--- src/rtl/mem_stage_pkg.sv ---
// Shared widths, stall encodings, load codes and bus layouts for the memory stage.
package mem_stage_pkg;

    localparam int EX_TO_MEM_WD = 79;
    localparam int MEM_TO_WB_WD = 70;
    localparam int MEM_TO_RF_WD = 38;
    localparam int STALL_W      = 6;
    localparam int DATA_W       = 32;

    localparam int STALL_MEM = 3;
    localparam int STALL_WB  = 4;

    localparam logic STOP    = 1'b1;
    localparam logic NO_STOP = 1'b0;

    localparam logic [2:0] LOAD_LW  = 3'b000;
    localparam logic [2:0] LOAD_LB  = 3'b001;
    localparam logic [2:0] LOAD_LBU = 3'b010;
    localparam logic [2:0] LOAD_LH  = 3'b011;
    localparam logic [2:0] LOAD_LHU = 3'b100;

    typedef enum logic [1:0] {
        MEM_IDLE = 2'd0,
        MEM_WAIT = 2'd1,
        MEM_DONE = 2'd2
    } mem_state_e;

    typedef struct packed {
        logic [31:0] pc;
        logic        data_ram_en;
        logic [3:0]  data_ram_wen;
        logic        sel_rf_res;
        logic        rf_we;
        logic [4:0]  rf_waddr;
        logic [31:0] ex_result;
        logic [2:0]  load_type;
    } ex_to_mem_t;

endpackage

--- src/rtl/mem_stage_load_ext.sv ---
// Selects the addressed byte/half of a read word and sign- or zero-extends it.
module load_ext
    import mem_stage_pkg::*;
(
    input  logic [DATA_W-1:0] rdata,
    input  logic [1:0]        addr,
    input  logic [2:0]        load_type,
    output logic [DATA_W-1:0] load_data
);

    function automatic logic [DATA_W-1:0] sext8(input logic signed [7:0] v);
        logic signed [DATA_W-1:0] w;
        w = v;
        return w;
    endfunction

    function automatic logic [DATA_W-1:0] sext16(input logic signed [15:0] v);
        logic signed [DATA_W-1:0] w;
        w = v;
        return w;
    endfunction

    logic [7:0]  byte_v;
    logic [15:0] half_v;

    always_comb begin
        byte_v = rdata[7:0];
        case (addr)
            2'd0:    byte_v = rdata[7:0];
            2'd1:    byte_v = rdata[15:8];
            2'd2:    byte_v = rdata[23:16];
            default: byte_v = rdata[31:24];
        endcase
        half_v = addr[1] ? rdata[31:16] : rdata[15:0];

        // Undefined load codes fall back to a full-word load.
        case (load_type)
            LOAD_LB:  load_data = sext8(byte_v);
            LOAD_LBU: load_data = {24'd0, byte_v};
            LOAD_LH:  load_data = sext16(half_v);
            LOAD_LHU: load_data = {16'd0, half_v};
            default:  load_data = rdata;
        endcase
    end

endmodule

--- src/rtl/mem_stage.sv ---
// Memory stage: registers the EX bus, tracks the outstanding data-SRAM access and
// drives the write-back and forwarding buses.
module mem_stage
    import mem_stage_pkg::*;
(
    input  logic                    clk,
    input  logic                    rst,
    input  logic [STALL_W-1:0]      stall,
    input  logic [EX_TO_MEM_WD-1:0] ex_to_mem_bus,
    input  logic                    data_sram_data_ok,
    input  logic [DATA_W-1:0]       data_sram_rdata,
    output logic                    stallreq_mem,
    output logic [MEM_TO_WB_WD-1:0] mem_to_wb_bus,
    output logic [MEM_TO_RF_WD-1:0] mem_to_rf_bus
);

    ex_to_mem_t        bus_in;
    ex_to_mem_t        bus_p0;
    mem_state_e        state;
    logic [DATA_W-1:0] rdata_buf;
    logic              advance;
    logic              bubble;

    assign bus_in  = ex_to_mem_t'(ex_to_mem_bus);
    assign advance = (stall[STALL_MEM] == NO_STOP);
    assign bubble  = (stall[STALL_MEM] == STOP) && (stall[STALL_WB] == NO_STOP);

    // Stage p0: EX->MEM register
    always_ff @(posedge clk) begin
        if (rst) begin
            bus_p0 <= '0;
        end else if (bubble) begin
            bus_p0 <= '0;
        end else if (advance) begin
            bus_p0 <= bus_in;
        end
    end

    // A new instruction entering the stage restarts tracking regardless of the old state.
    always_ff @(posedge clk) begin
        if (rst) begin
            state     <= MEM_IDLE;
            rdata_buf <= '0;
        end else if (advance) begin
            state <= bus_in.data_ram_en ? MEM_WAIT : MEM_IDLE;
        end else begin
            case (state)
                MEM_WAIT: begin
                    if (data_sram_data_ok) begin
                        state     <= MEM_DONE;
                        rdata_buf <= data_sram_rdata;
                    end
                end
                default: state <= state;
            endcase
        end
    end

    logic [DATA_W-1:0] rdata_sel;
    logic [DATA_W-1:0] load_data;
    logic [DATA_W-1:0] rf_wdata;
    logic              rf_we_out;

    assign stallreq_mem = (state == MEM_WAIT) && !data_sram_data_ok;
    assign rdata_sel    = (state == MEM_DONE) ? rdata_buf : data_sram_rdata;

    load_ext u_load_ext (
        .rdata     (rdata_sel),
        .addr      (bus_p0.ex_result[1:0]),
        .load_type (bus_p0.load_type),
        .load_data (load_data)
    );

    // Write enable is held off until the access completes so no stale load value escapes.
    assign rf_wdata  = bus_p0.sel_rf_res ? load_data : bus_p0.ex_result;
    assign rf_we_out = bus_p0.rf_we && !stallreq_mem;

    assign mem_to_wb_bus = {bus_p0.pc, rf_we_out, bus_p0.rf_waddr, rf_wdata};
    assign mem_to_rf_bus = {rf_we_out, bus_p0.rf_waddr, rf_wdata};

    logic unused_ok;
    assign unused_ok = ^{stall[STALL_W-1], stall[2:0], bus_p0.data_ram_wen};

endmodule

--- config.mk ---
export PLATFORM = sky130hd
export DESIGN_NAME = mem_stage
export DESIGN_NICKNAME = d
export VERILOG_FILES = /design/src/rtl/mem_stage_pkg.sv /design/src/rtl/mem_stage_load_ext.sv /design/src/rtl/mem_stage.sv
export SDC_FILE = /design/constraint.sdc
export NUM_CORES = 1
export LEC_CHECK = 0
export ABC_AREA = 1
export CAP_MARGIN = 20
export CORE_MARGIN = 5
export CORE_UTILIZATION = 45
export DETAILED_ROUTE_END_ITERATION = 10
export PLACE_DENSITY_LB_ADDON = 0.25
export SYNTH_ARGS = -nofsm -noshare
export SYNTH_HDL_FRONTEND = slang
export SYNTH_SLANG_ARGS = --single-unit
--- constraint.sdc ---
create_clock -name clk -period 2.7 [get_ports clk]
set_clock_uncertainty 0.05 [all_clocks]
set_input_delay 0.675 -clock clk [delete_from_list [all_inputs] [get_ports clk]]
set_output_delay 0.675 -clock clk [all_outputs]
set_load 0.05 [all_outputs]
==> impl_metrics.tcl <==
set metrics [dict create \
    status "finished, violations left" \
    violations "setup timing" \
    ys_ff_latch 108 \
    drt_wl_total_um 20400 \
    synth.distinct_cells 31 \
    boundaryPins 229 \
    synth-compound-area-share 0.169 \
    reg2reg_depth 8 \
    dr_wl_met2_um 10400 \
    drc_errors 0 \
    critPathMaxFanout 6 \
    htree_levels 3 \
    place.gp.congestion 0.942 \
    clock_sinks 108 \
    fmax_mhz 353 \
    top_layer "met4" \
    portBuffers 220 \
    hpwl_um 13700 \
    area_growth_syn_to_layout_pct 57.3 \
    fin_crit_sh 1.05 \
    timing.rr.start "state[0]$_SDFFE_PP0P_" \
    synthMuxAreaShare 0 \
    core-area_um2 13400 \
    fp.dieH_um 127 \
    synth_xor_area_frac 0 \
    multi_input_area_um2 3470 \
    cts_buffer_depth 2 \
    num_rows 42 \
    grt_setup_unrepaired "yes" \
    seq_area_um2 2170 \
    syn_area_um2 6200 \
    met3_length_um 1750 \
    viasPerCell 5.06 \
    synthAdderAreaFrac 0 \
    cts_inserted_buffers 9 \
    grt_max_degree 77 \
    synth_top_family_by_area "simple AND/OR/NAND/NOR gates" \
    nNetsFinal 1234 \
    grt.total_usage 0.240 \
    slew_headroom 0.521 \
    synth_edf_count 0 \
    routedLengthMet1_um 7780 \
    crit-reg2reg-capture "rdata_buf[1]$_SDFFE_PP0P_" \
    cts_tree "built" \
    fp.dieArea_um2 16200 \
    ant_nets 0 \
    rrSetupSlack_ns 0.99 \
    fin_crit_ns 2.83 \
    yosysSeqAreaShare 0.349 \
    fill_cells 1083 \
    layout.cells.most_common "nand2_1" \
    wl_per_cell_um 15.7 \
    pre_cts_ws_ns -0.286 \
    synth-simple-area-share 0.302 \
    clk_latency_ns 0.35 \
    antenna_found_initial 1 \
    min-delay-path-class "flop to flop" \
    yosys_most_used_dff "dfxtp_1" \
    cts_hold_buf 0 \
    p_leak_nw 4.09 \
    power_density_nw_per_um2 470 \
    syn_inst 938 \
    setup_ws_ns -0.135 \
    crit_path_end_kind "output pin" \
    synth_nets 1058 \
    drive_gt1_frac 0.299 \
    required_ns 1.98 \
    initial_core_util 0.463 \
    cp-start-kind "flop" \
    critPathKind "flop to output pin" \
    ys_async_sr_fraction 0 \
    syn_area_per_cell_um2 6.61 \
    tightestPinTransition_ns 0.717 \
    root_buffer "clkbuf_16" \
    utilization 0.728 \
    path_clk_slew_ns 0.07 \
    setup_viol 62 \
    postLayoutCellArea_um2 9750 \
    totalPowerFinal_mw 4.59 \
    place_area_um2 8230 \
    cap_viol_max_count 0 \
    grt_pass1_wl_um 31500 \
    layout_common_cells "263 x nand2_1, 129 x clkdlybuf4s50_1, 104 x a21oi_1, 102 x dfxtp_1, 62 x buf_4" \
    worst_ir_drop_vdd_mv 0.494 \
    cp.arrival_ns 2.11 \
    ys.warnings.count 0 \
    via_count 6553 \
    slew_violations 0 \
    gr-total-overflow 0 \
    crit_start "state[0]$_SDFFE_PP0P_" \
    dieWidth_um 127 \
    drt_first_iter_violations 405 \
    hold_viol_final 0 \
    drt_first_pass_iters 4 \
    endpoint "mem_to_rf_bus[13]" \
    first_global_vias 6281 \
]
## per-layer routing
| metal | track usage | up-vias |
|---|---|---|
| li1 | - | 3277 |
| met1 | 0.277 | 2987 |
| met2 | 0.420 | 251 |
| met3 | 0.0843 | 38 |
| met4 | 0.0713 | 0 |
| met5 | 0 | - |
## worst min-delay path by stage
stage | startpoint | endpoint | slack, ns | cells after the start
after floorplan | mem_to_wb_bus[38]$_SDFFE_PP0N_ | mem_to_wb_bus[38]$_SDFFE_PP0N_ | 0.39 | 2
after global placement | mem_to_wb_bus[38]$_SDFFE_PP0N_ | mem_to_wb_bus[38]$_SDFFE_PP0N_ | 0.39 | 2
after detailed placement | bus_p0[29]$_SDFFE_PP0N_ | bus_p0[29]$_SDFFE_PP0N_ | 0.40 | 2
after CTS | bus_p0[29]$_SDFFE_PP0N_ | bus_p0[29]$_SDFFE_PP0N_ | 0.41 | 2
after global routing | mem_to_wb_bus[41]$_SDFFE_PP0N_ | mem_to_wb_bus[41]$_SDFFE_PP0N_ | 0.43 | 2
final | bus_p0[32]$_SDFFE_PP0N_ | bus_p0[32]$_SDFFE_PP0N_ | 0.41 | 2
## cells by family (layout without fill, tap and decap cells)
| kind of cell | Yosys count | in the layout |
|---|---|---|
| and+or+nand+nor | 449 | 449 |
| buffers and inverters | 197 | 378 |
| AOI/OAI and AO/OA | 184 | 184 |
| DFF | 108 | 108 |
| other | 0 | 1 |
## cell type report
type | instances | share of cell area
Multi-Input combinational cell | 633 | 0.355
Timing Repair Buffer | 298 | 0.344
Sequential cell | 108 | 0.223
Inverter | 64 | 0.0264
Clock buffer | 10 | 0.0235
Tap cell | 176 | 0.0226
Clock inverter | 6 | 0.00552
Antenna cell | 1 | 0.000257
## through the flow
| stage | cells | TNS, ns | hold slack [ns] |
|---|---|---|---|
| after floorplan | 938 | -0.148 | 0.387 |
| after global placement | 1236 | -13.52 | 0.394 |
| after detailed placement | 1236 | -14.97 | 0.401 |
| after CTS | 1286 | -6.00 | 0.412 |
| after global routing | 1296 | -12.24 | 0.428 |
| final | 1296 | -5.30 | 0.411 |
## power by group
group / switching, mW / internal [mW] / leakage (nW)
Clock: 0.636 / 0.645 / 0.136
Combinational: 0.927 / 0.680 / 3.06
Sequential: 0.0372 / 1.66 / 0.885
## state kept, by name, summed over array words and instances, names as in the netlist
name and cells:
mem_to_wb_bus 32, bus_p0 37, state 2, mem_to_rf_bus 5, rdata_buf 32
## worst max-delay path, cell delays in order (launching register included)
cell and delay (ns):
dfxtp_2 0.34, inv_4 0.09, nand2_8 0.07, buf_6 0.13, nand2_4 0.06, nand3_2 0.06, nand2_2 0.07, inv_2 0.05
nand2_4 0.07, nand3_4 0.19, buf_12 0.22, a21oi_4 0.14, buf_6 0.13, buf_12 0.13
## cell usage after synthesis (3+ instances only)
library cell | n | share of area
a211oi_1 | 26 | 0.031
a21oi_1 | 110 | 0.089
a31oi_1 | 3 | 0.0030
buf_1 | 10 | 0.0061
buf_2 | 9 | 0.0073
buf_4 | 80 | 0.097
buf_6 | 7 | 0.013
clkbuf_1 | 26 | 0.016
dfxtp_1 | 108 | 0.35
inv_1 | 61 | 0.037
nand2_1 | 311 | 0.19
nand2_2 | 6 | 0.0061
nand3_1 | 33 | 0.027
nand3_2 | 7 | 0.011
nor2_1 | 69 | 0.042
o21ai_0 | 21 | 0.017
o21ai_1 | 7 | 0.0057
o21ai_2 | 11 | 0.016
or2_2 | 16 | 0.016
## what timing repair did
item | in CTS | in global routing
gates resized for setup | 197 | 83
endpoints found under the setup margin | 64 | 64
pin swaps | 51 | 35
cloned | 3 | 1
endpoints found under the hold margin | 0 | 0
buffers inserted | 31 | 8
Power figures use the tool's default switching activity.
